## config.mk

```make
export PLATFORM = sky130hd
export DESIGN_NAME = udp_rx_port_demux_flat
export DESIGN_NICKNAME = d
export VERILOG_FILES = /design/src/rtl/udp_rx_port_demux_if.sv /design/src/rtl/udp_rx_port_demux.sv /design/src/flat_wrapper.sv
export SDC_FILE = /design/constraint.sdc
export NUM_CORES = 1
export LEC_CHECK = 0
export ABC_AREA = 0
export BUFFER_PORTS_ARGS = -buffer_cell sky130_fd_sc_hd__clkbuf_2
export CAP_MARGIN = 20
export CORE_UTILIZATION = 54
export DETAILED_ROUTE_END_ITERATION = 10
export GPL_ROUTABILITY_DRIVEN = 0
export PLACE_DENSITY_LB_ADDON = 0.2
export SYNTH_ARGS = -nofsm -noshare
export SYNTH_HDL_FRONTEND = slang
export SYNTH_SLANG_ARGS = --single-unit
```

## constraint.sdc

```tcl
create_clock -name clk -period 7.2 [get_ports clk]
set_input_delay 1.08 -clock clk [delete_from_list [all_inputs] [get_ports clk]]
set_output_delay 1.08 -clock clk [all_outputs]
set_load 0.05 [all_outputs]
```

## src/rtl/udp_rx_port_demux_if.sv

```systemverilog
// IPv4-to-UDP receive bus: l3 side from the IPv4 layer, l4 side to the application channels.
// The demux takes the slave view; the IPv4 source / channel sink take the master view.
interface udp_rx_port_demux_if #(
  parameter int NUM_PORTS = 4
);
  logic                 l3_start;
  logic                 l3_headers_valid;
  logic                 l3_protocol_is_udp;
  logic [15:0]          l3_payload_len;
  logic [31:0]          l3_src_ip;
  logic [15:0]          l3_pseudo_header_csum;
  logic                 l3_data_valid;
  logic [2:0]           l3_bytes_valid;
  logic [31:0]          l3_data;
  logic                 l3_commit;
  logic                 l3_drop;

  logic [NUM_PORTS-1:0] l4_start;
  logic [NUM_PORTS-1:0] l4_data_valid;
  logic [NUM_PORTS-1:0] l4_commit;
  logic [NUM_PORTS-1:0] l4_drop;
  logic [31:0]          l4_data;
  logic [2:0]           l4_bytes_valid;
  logic [31:0]          l4_src_ip;
  logic [15:0]          l4_src_port;
  logic [15:0]          l4_dst_port;
  logic [15:0]          l4_payload_len;

  modport master (
    output l3_start, l3_headers_valid, l3_protocol_is_udp, l3_payload_len, l3_src_ip,
           l3_pseudo_header_csum, l3_data_valid, l3_bytes_valid, l3_data, l3_commit, l3_drop,
    input  l4_start, l4_data_valid, l4_commit, l4_drop, l4_data, l4_bytes_valid,
           l4_src_ip, l4_src_port, l4_dst_port, l4_payload_len
  );

  modport slave (
    input  l3_start, l3_headers_valid, l3_protocol_is_udp, l3_payload_len, l3_src_ip,
           l3_pseudo_header_csum, l3_data_valid, l3_bytes_valid, l3_data, l3_commit, l3_drop,
    output l4_start, l4_data_valid, l4_commit, l4_drop, l4_data, l4_bytes_valid,
           l4_src_ip, l4_src_port, l4_dst_port, l4_payload_len
  );
endinterface

```

## src/rtl/udp_rx_port_demux.sv

```systemverilog
// UDP receive demultiplexer: parses the UDP header, verifies checksum and length, and steers
// the payload to the lowest-indexed enabled channel whose port matches the destination port.
module udp_rx_port_demux #(
  parameter int NUM_PORTS     = 4,
  parameter bit ALLOW_NO_CSUM = 1'b1,
  parameter int CNT_WIDTH     = 16
) (
  input  logic                   clk,
  input  logic                   rst_n,
  udp_rx_port_demux_if.slave     bus,
  input  logic [16*NUM_PORTS-1:0] cfg_port_i,
  input  logic [NUM_PORTS-1:0]   cfg_port_en_i,
  output logic [CNT_WIDTH-1:0]   cnt_bad_csum_o,
  output logic [CNT_WIDTH-1:0]   cnt_no_port_o,
  output logic [CNT_WIDTH-1:0]   cnt_malformed_o
);

  localparam int CH_W = (NUM_PORTS > 1) ? $clog2(NUM_PORTS) : 1;

  typedef enum logic [2:0] {
    S_IDLE, S_HDR, S_PORTS, S_LEN, S_BODY, S_PAD, S_DISCARD
  } state_t;

  state_t                 state_q;
  logic [CH_W-1:0]        ch_q;
  logic [15:0]            bytes_left_q;
  logic [15:0]            ip_len_q;
  logic [15:0]            csum_q;
  logic                   csum_zero_q;
  logic [NUM_PORTS-1:0]   start_q, dv_q, commit_q, drop_q;
  logic [31:0]            data_q;
  logic [2:0]             bv_q;
  logic [31:0]            src_ip_q;
  logic [15:0]            src_port_q, dst_port_q, payload_len_q;
  logic [CNT_WIDTH-1:0]   cnt_bad_q, cnt_np_q, cnt_mal_q;

  logic [15:0]            csum_d;
  logic [NUM_PORTS-1:0]   hit;
  logic [NUM_PORTS-1:0]   ch_onehot;
  logic [NUM_PORTS-1:0]   hit_onehot;
  logic                   hit_any;
  logic [CH_W-1:0]        hit_ch;
  logic [2:0]             take;
  logic                   csum_pass;
  logic                   abort;
  logic [15:0]            udp_len;

  function automatic logic [15:0] oc_add(input logic [15:0] a, input logic [15:0] b);
    logic [16:0] s;
    s = {1'b0, a} + {1'b0, b};
    return s[15:0] + {15'd0, s[16]};
  endfunction

  function automatic logic [CNT_WIDTH-1:0] sat_inc(input logic [CNT_WIDTH-1:0] c);
    return (&c) ? c : c + 1'b1;
  endfunction

  genvar gi;
  generate
    for (gi = 0; gi < NUM_PORTS; gi++) begin : g_port
      assign hit[gi]        = cfg_port_en_i[gi] && (cfg_port_i[16*gi +: 16] == dst_port_q);
      assign ch_onehot[gi]  = (ch_q == CH_W'(gi));
      assign hit_onehot[gi] = (hit_ch == CH_W'(gi));
    end
  endgenerate

  // Scan from the top so the lowest matching index is the one left standing.
  always_comb begin
    hit_any = 1'b0;
    hit_ch  = '0;
    for (int i = NUM_PORTS - 1; i >= 0; i--) begin
      if (hit[i]) begin
        hit_any = 1'b1;
        hit_ch  = CH_W'(i);
      end
    end
  end

  assign csum_d    = oc_add(oc_add(csum_q, bus.l3_data[31:16]), bus.l3_data[15:0]);
  assign take      = (bytes_left_q < {13'd0, bus.l3_bytes_valid}) ? bytes_left_q[2:0] : bus.l3_bytes_valid;
  assign csum_pass = (csum_q == 16'hFFFF) || (ALLOW_NO_CSUM && csum_zero_q);
  assign abort     = bus.l3_drop || (bus.l3_start && (state_q != S_IDLE));
  assign udp_len   = bus.l3_data[31:16];

  always_ff @(posedge clk or negedge rst_n) begin
    if (!rst_n) begin
      state_q       <= S_IDLE;
      ch_q          <= '0;
      bytes_left_q  <= '0;
      ip_len_q      <= '0;
      csum_q        <= '0;
      csum_zero_q   <= 1'b0;
      start_q       <= '0;
      dv_q          <= '0;
      commit_q      <= '0;
      drop_q        <= '0;
      data_q        <= '0;
      bv_q          <= '0;
      src_ip_q      <= '0;
      src_port_q    <= '0;
      dst_port_q    <= '0;
      payload_len_q <= '0;
      cnt_bad_q     <= '0;
      cnt_np_q      <= '0;
      cnt_mal_q     <= '0;
    end else begin
      start_q  <= '0;
      dv_q     <= '0;
      commit_q <= '0;
      drop_q   <= '0;

      if (bus.l3_data_valid && (state_q inside {S_PORTS, S_LEN, S_BODY, S_PAD, S_DISCARD}))
        csum_q <= csum_d;

      if (abort) begin
        // A channel only sees a drop once it has been told the packet started.
        if (state_q == S_BODY || state_q == S_PAD)
          drop_q <= ch_onehot;
        state_q <= bus.l3_start ? S_HDR : S_IDLE;
      end else begin
        case (state_q)
          S_IDLE: begin
            if (bus.l3_start)
              state_q <= S_HDR;
          end
          S_HDR: begin
            if (bus.l3_headers_valid) begin
              csum_q   <= bus.l3_pseudo_header_csum;
              ip_len_q <= bus.l3_payload_len;
              if (!bus.l3_protocol_is_udp || bus.l3_payload_len < 16'd8)
                state_q <= S_IDLE;
              else
                state_q <= S_PORTS;
            end
          end
          S_PORTS: begin
            if (bus.l3_commit) begin
              cnt_mal_q <= sat_inc(cnt_mal_q);
              state_q   <= S_IDLE;
            end else if (bus.l3_data_valid) begin
              if (bus.l3_bytes_valid != 3'd4) begin
                cnt_mal_q <= sat_inc(cnt_mal_q);
                state_q   <= S_IDLE;
              end else begin
                src_port_q <= bus.l3_data[31:16];
                dst_port_q <= bus.l3_data[15:0];
                state_q    <= S_LEN;
              end
            end
          end
          S_LEN: begin
            if (bus.l3_commit) begin
              cnt_mal_q <= sat_inc(cnt_mal_q);
              state_q   <= S_IDLE;
            end else if (bus.l3_data_valid) begin
              csum_zero_q <= (bus.l3_data[15:0] == 16'h0000);
              if (bus.l3_bytes_valid != 3'd4 || udp_len < 16'd8 || udp_len > ip_len_q) begin
                cnt_mal_q <= sat_inc(cnt_mal_q);
                state_q   <= S_IDLE;
              end else if (hit_any) begin
                ch_q          <= hit_ch;
                start_q       <= hit_onehot;
                payload_len_q <= udp_len - 16'd8;
                bytes_left_q  <= udp_len - 16'd8;
                src_ip_q      <= bus.l3_src_ip;
                state_q       <= (udp_len == 16'd8) ? S_PAD : S_BODY;
              end else begin
                state_q <= S_DISCARD;
              end
            end
          end
          S_BODY: begin
            if (bus.l3_commit) begin
              drop_q    <= ch_onehot;
              cnt_mal_q <= sat_inc(cnt_mal_q);
              state_q   <= S_IDLE;
            end else if (bus.l3_data_valid) begin
              dv_q         <= ch_onehot;
              data_q       <= bus.l3_data;
              bv_q         <= take;
              bytes_left_q <= bytes_left_q - {13'd0, take};
              if (bytes_left_q == {13'd0, take})
                state_q <= S_PAD;
            end
          end
          S_PAD: begin
            if (bus.l3_commit) begin
              if (csum_pass) begin
                commit_q <= ch_onehot;
              end else begin
                drop_q    <= ch_onehot;
                cnt_bad_q <= sat_inc(cnt_bad_q);
              end
              state_q <= S_IDLE;
            end
          end
          S_DISCARD: begin
            if (bus.l3_commit) begin
              if (csum_pass)
                cnt_np_q <= sat_inc(cnt_np_q);
              state_q <= S_IDLE;
            end
          end
          default: state_q <= S_IDLE;
        endcase
      end
    end
  end

  assign bus.l4_start       = start_q;
  assign bus.l4_data_valid  = dv_q;
  assign bus.l4_commit      = commit_q;
  assign bus.l4_drop        = drop_q;
  assign bus.l4_data        = data_q;
  assign bus.l4_bytes_valid = bv_q;
  assign bus.l4_src_ip      = src_ip_q;
  assign bus.l4_src_port    = src_port_q;
  assign bus.l4_dst_port    = dst_port_q;
  assign bus.l4_payload_len = payload_len_q;
  assign cnt_bad_csum_o     = cnt_bad_q;
  assign cnt_no_port_o      = cnt_np_q;
  assign cnt_malformed_o    = cnt_mal_q;

endmodule

```

## src/flat_wrapper.sv

```systemverilog
// flat-port wrapper written by rule: the top's interface ports become plain ports
module udp_rx_port_demux_flat 
#(
  parameter int NUM_PORTS     = 4,
  parameter bit ALLOW_NO_CSUM = 1'b1,
  parameter int CNT_WIDTH     = 16
)
  (clk, rst_n, cfg_port_i, cfg_port_en_i, cnt_bad_csum_o, cnt_no_port_o, cnt_malformed_o, bus_l3_start, bus_l3_headers_valid, bus_l3_protocol_is_udp, bus_l3_payload_len, bus_l3_src_ip, bus_l3_pseudo_header_csum, bus_l3_data_valid, bus_l3_bytes_valid, bus_l3_data, bus_l3_commit, bus_l3_drop, bus_l4_start, bus_l4_data_valid, bus_l4_commit, bus_l4_drop, bus_l4_data, bus_l4_bytes_valid, bus_l4_src_ip, bus_l4_src_port, bus_l4_dst_port, bus_l4_payload_len);
  udp_rx_port_demux_if #(.NUM_PORTS(NUM_PORTS)) bus_i ();
  input  logic clk;
  input  logic rst_n;
  input  logic [16*NUM_PORTS-1:0] cfg_port_i;
  input  logic [NUM_PORTS-1:0] cfg_port_en_i;
  output logic [CNT_WIDTH-1:0] cnt_bad_csum_o;
  output logic [CNT_WIDTH-1:0] cnt_no_port_o;
  output logic [CNT_WIDTH-1:0] cnt_malformed_o;
  input wire logic [$bits(bus_i.l3_start)-1:0] bus_l3_start;
  input wire logic [$bits(bus_i.l3_headers_valid)-1:0] bus_l3_headers_valid;
  input wire logic [$bits(bus_i.l3_protocol_is_udp)-1:0] bus_l3_protocol_is_udp;
  input wire logic [$bits(bus_i.l3_payload_len)-1:0] bus_l3_payload_len;
  input wire logic [$bits(bus_i.l3_src_ip)-1:0] bus_l3_src_ip;
  input wire logic [$bits(bus_i.l3_pseudo_header_csum)-1:0] bus_l3_pseudo_header_csum;
  input wire logic [$bits(bus_i.l3_data_valid)-1:0] bus_l3_data_valid;
  input wire logic [$bits(bus_i.l3_bytes_valid)-1:0] bus_l3_bytes_valid;
  input wire logic [$bits(bus_i.l3_data)-1:0] bus_l3_data;
  input wire logic [$bits(bus_i.l3_commit)-1:0] bus_l3_commit;
  input wire logic [$bits(bus_i.l3_drop)-1:0] bus_l3_drop;
  output wire logic [$bits(bus_i.l4_start)-1:0] bus_l4_start;
  output wire logic [$bits(bus_i.l4_data_valid)-1:0] bus_l4_data_valid;
  output wire logic [$bits(bus_i.l4_commit)-1:0] bus_l4_commit;
  output wire logic [$bits(bus_i.l4_drop)-1:0] bus_l4_drop;
  output wire logic [$bits(bus_i.l4_data)-1:0] bus_l4_data;
  output wire logic [$bits(bus_i.l4_bytes_valid)-1:0] bus_l4_bytes_valid;
  output wire logic [$bits(bus_i.l4_src_ip)-1:0] bus_l4_src_ip;
  output wire logic [$bits(bus_i.l4_src_port)-1:0] bus_l4_src_port;
  output wire logic [$bits(bus_i.l4_dst_port)-1:0] bus_l4_dst_port;
  output wire logic [$bits(bus_i.l4_payload_len)-1:0] bus_l4_payload_len;
  assign bus_i.l3_start = bus_l3_start;
  assign bus_i.l3_headers_valid = bus_l3_headers_valid;
  assign bus_i.l3_protocol_is_udp = bus_l3_protocol_is_udp;
  assign bus_i.l3_payload_len = bus_l3_payload_len;
  assign bus_i.l3_src_ip = bus_l3_src_ip;
  assign bus_i.l3_pseudo_header_csum = bus_l3_pseudo_header_csum;
  assign bus_i.l3_data_valid = bus_l3_data_valid;
  assign bus_i.l3_bytes_valid = bus_l3_bytes_valid;
  assign bus_i.l3_data = bus_l3_data;
  assign bus_i.l3_commit = bus_l3_commit;
  assign bus_i.l3_drop = bus_l3_drop;
  assign bus_l4_start = bus_i.l4_start;
  assign bus_l4_data_valid = bus_i.l4_data_valid;
  assign bus_l4_commit = bus_i.l4_commit;
  assign bus_l4_drop = bus_i.l4_drop;
  assign bus_l4_data = bus_i.l4_data;
  assign bus_l4_bytes_valid = bus_i.l4_bytes_valid;
  assign bus_l4_src_ip = bus_i.l4_src_ip;
  assign bus_l4_src_port = bus_i.l4_src_port;
  assign bus_l4_dst_port = bus_i.l4_dst_port;
  assign bus_l4_payload_len = bus_i.l4_payload_len;
  udp_rx_port_demux #(.NUM_PORTS(NUM_PORTS), .ALLOW_NO_CSUM(ALLOW_NO_CSUM), .CNT_WIDTH(CNT_WIDTH)) u_core (.clk(clk), .rst_n(rst_n), .bus(bus_i), .cfg_port_i(cfg_port_i), .cfg_port_en_i(cfg_port_en_i), .cnt_bad_csum_o(cnt_bad_csum_o), .cnt_no_port_o(cnt_no_port_o), .cnt_malformed_o(cnt_malformed_o));
endmodule
```

==> impl_metrics.env <==
export IMPL_avgSynthCellArea_sq_um=9.97
export IMPL_hpwl_mm=31.2
export IMPL_yosysWarnings=0
export IMPL_synth_top_area_share_pct=42.0
export IMPL_drcViolationCount=0
export IMPL_crit_required_ns=7.62
export IMPL_period_minus_slack_ns=7.19
export IMPL_regArea_sq_um=5830
export IMPL_hold_viol=0
export IMPL_holdWs_ns=0.477
export IMPL_synth_edf_count=0
export IMPL_drive_above_1_share_pct=33.9
export IMPL_synthTopCellsByArea="dfrtp_1, mux2_2, xnor2_1"
export IMPL_synth_seq_area_share_pct=42.0
export IMPL_setup_viol=0
export IMPL_maxCapViolations=0
export IMPL_mostFrequentLayoutCells="clkbuf_2, dfrtp_1, mux2_2"
export IMPL_endpoint_kind="flip-flop"
export IMPL_die_y_um=162
export IMPL_grt_usage_pct=30.5
export IMPL_synthCells=1394
export IMPL_cts_buffers=25
export IMPL_hp_class="reg -> reg"
export IMPL_cts_root_buffer="clkbuf_16"
export IMPL_synthArstFlopShare_pct=100
export IMPL_vias=12500
export IMPL_layoutNonFillerInstCount=2122
export IMPL_synth_compound_area_share_pct=12.6
export IMPL_crit_family="compound AO/OA/AOI/OAI gates"
export IMPL_nets=2012
export IMPL_antenna_left=0
export IMPL_syn2layout_area_growth_pct=24.7
export IMPL_synth_xor_area_share_pct=10.3
export IMPL_fp_dieW_um=162
export IMPL_cp_num_buf_inv=3
export IMPL_synth_mux_area_share_pct=9.08
export IMPL_antenna_found_initial=1
export IMPL_wire_per_inst_um=19.6
export IMPL_htreeDepth=1
export IMPL_tightest_slew_ns=0.989
export IMPL_p_leak_nw=8.70
export IMPL_rsz0062_at_grt="true"
export IMPL_crit_type="in -> reg"
export IMPL_cts_hold_buffers=0
export IMPL_fillCellCount=1991
export IMPL_synthAdderAreaFrac_pct=5.92
export IMPL_cts_num_sinks=233
export IMPL_synth_fp_nets=1633
export IMPL_place_inst=2066
export IMPL_powerDensity_nw_per_um2=341
export IMPL_multi_input_area_sq_um=7740
export IMPL_slew_viol_final=0
export IMPL_vdd_drop_max_mv=0.360
export IMPL_maxSlewHeadroom_pct=34.1
export IMPL_cts_path_max_buffers=3
export IMPL_cts_tree="built"
export IMPL_worstPathArrival_ns=7.61
export IMPL_timing_final_crit_share_pct=99.8
export IMPL_critPathLaunchType="input pin"
export IMPL_synthFlopType="dfrtp_1"
export IMPL_ys_ff_latch=233
export IMPL_numPortBuffers=353
export IMPL_std_cell_rows=58
export IMPL_wl_mm=41.6
export IMPL_drtIter0Drc=1027
export IMPL_grt_remaining_overflow=0
export IMPL_synth_cell_types=84
export IMPL_grt_max_degree=145
export IMPL_final_common_cell="clkbuf_2"
export IMPL_skew_ns=0.0164
export IMPL_worst_path_largest_cell_delay_ns=0.38
export IMPL_drt_pass1_iterations=6
export IMPL_slowest_stage="fa_2"
export IMPL_diodes=0
export IMPL_vias_per_cell=5.87
export IMPL_syn_area_sq_um=13900
export IMPL_grt_pass1_vias=11900
export IMPL_start_util_pct=55.2
export IMPL_synth_top_family_by_area="simple AND/OR/NAND/NOR gates"
export IMPL_finish_utilization_pct=68.8
export IMPL_core_sq_um=25200
export IMPL_synth_largest_area_cell="dfrtp_1"
export IMPL_die_area_sq_um=26400
export IMPL_clk_latency_ns=0.53
export IMPL_path_max_fanout=3
export IMPL_grt_pass1_wl_mm=63.1
export IMPL_fmax_ghz=0.139
export IMPL_yosys_area_share_simple_pct=16.8
export IMPL_clk_pin_slew_ns=0.06
export IMPL_io_pins=354
export IMPL_status="finished, final reports clean"
[routing by layer]
metal	track usage [%]	part of all wire, %	up-vias
li1	-	-	5767
met1	40.3	41	6056
met2	49.2	48	517
met3	4.89	6.9	117
met4	13.9	3.8	2
met5	0	0.029	-
[timing repair]
| item | CTS | global route |
|---|---|---|
| endpoints found under the setup margin | 0 | 10 |
| hold endpoints to repair | 0 | 0 |
| buffers inserted | 0 | 10 |
| gates resized for setup | 0 | 33 |
[cell usage after synthesis (37+ instances only)]
cell,number
nand2_1,103
xnor2_1,102
nand3_1,37
nand4_1,46
xor2_1,62
ha_1,61
a21oi_1,57
mux2_2,103
inv_1,51
dfrtp_1,233
o21ai_0,59
clkbuf_1,51
nor2_1,102
[state kept, by name (all words and copies together), names as in the netlist, 3 cells and up]
name                       flops
u_core.bus.l4_data            32
u_core.bus.l4_src_ip          32
u_core.bus.l4_dst_port        16
u_core.bus.l4_payload_len     16
u_core.bus.l4_src_port        16
u_core.bytes_left_q           16
u_core.cnt_bad_csum_o         16
u_core.cnt_malformed_o        16
u_core.cnt_no_port_o          16
u_core.csum_q                 16
u_core.ip_len_q               16
u_core.bus.l4_commit           4
u_core.bus.l4_data_valid       4
u_core.bus.l4_drop             4
u_core.bus.l4_start            4
u_core.bus.l4_bytes_valid      3
u_core.state_q                 3
[final timing paths]
path,start,end,slack [ns],cells after the start
worst max-delay path,bus_l3_data[16],u_core.csum_q[8],0.01,37
worst min-delay path,u_core.bus.l4_data[17],u_core.bus.l4_data[17],0.48,2
worst max register to register,u_core.csum_q[0],u_core.csum_q[8],0.10,36
worst min register to register,u_core.bus.l4_data[17],u_core.bus.l4_data[17],0.48,2
max in group asynchronous,rst_n,u_core.bus.l4_dst_port[14],5.40,2
min in group asynchronous,rst_n,u_core.bus.l4_src_ip[3],0.55,1
[cells by family after synthesis]
group                      after synthesis
AOI/OAI and AO/OA                      254
xor gates and xnor gates               164
adders and majority gates               64
buffers and inverters                  117
DFF                                    233
muxes                                  113
and+or+nand+nor                        449
[power by group]
group / leakage [nW] / switching, mW / internal [mW]
combinational: 5.14 / 1.76 / 1.24
clock: 0.425 / 0.534 / 0.826
sequential: 3.13 / 0.116 / 1.42
[area by class of cell]
class	count	area share (%)
Inverter	51	1.10
Tap cell	330	2.38
Timing Repair Buffer	418	13.2
Clock inverter	11	0.953
Multi-Input combinational cell	1044	44.7
Sequential cell	233	33.6
Clock buffer	35	4.06
[tightest hold or removal path: cells and delay by family, from the launching register on]
| kind | cells | cell delay [ns] |
|---|---|---|
| DFF | 1 | 0.34 |
| AOI/OAI and AO/OA | 1 | 0.06 |
| and+or+nand+nor | 1 | 0.04 |
[stage by stage]
| stage | TNS, ns | total power, mW | worst slack (ns) | area (sq um) |
|---|---|---|---|---|
| 2_1_floorplan | -0.0289 | 3.43 | -0.0289 | 13900 |
| 3_3_place_gp | -0.133 | 4.25 | -0.0983 | 16300 |
| 3_5_place_dp | -1.59 | 4.31 | -0.313 | 16300 |
| 4_1_cts | 0 | 5.70 | 0.0998 | 17100 |
| 5_1_grt | -0.629 | 6.20 | -0.268 | 17300 |
| 6_report | 0 | 5.90 | 0.0144 | 17300 |
Note: power is estimated with default switching activity, not from simulation.
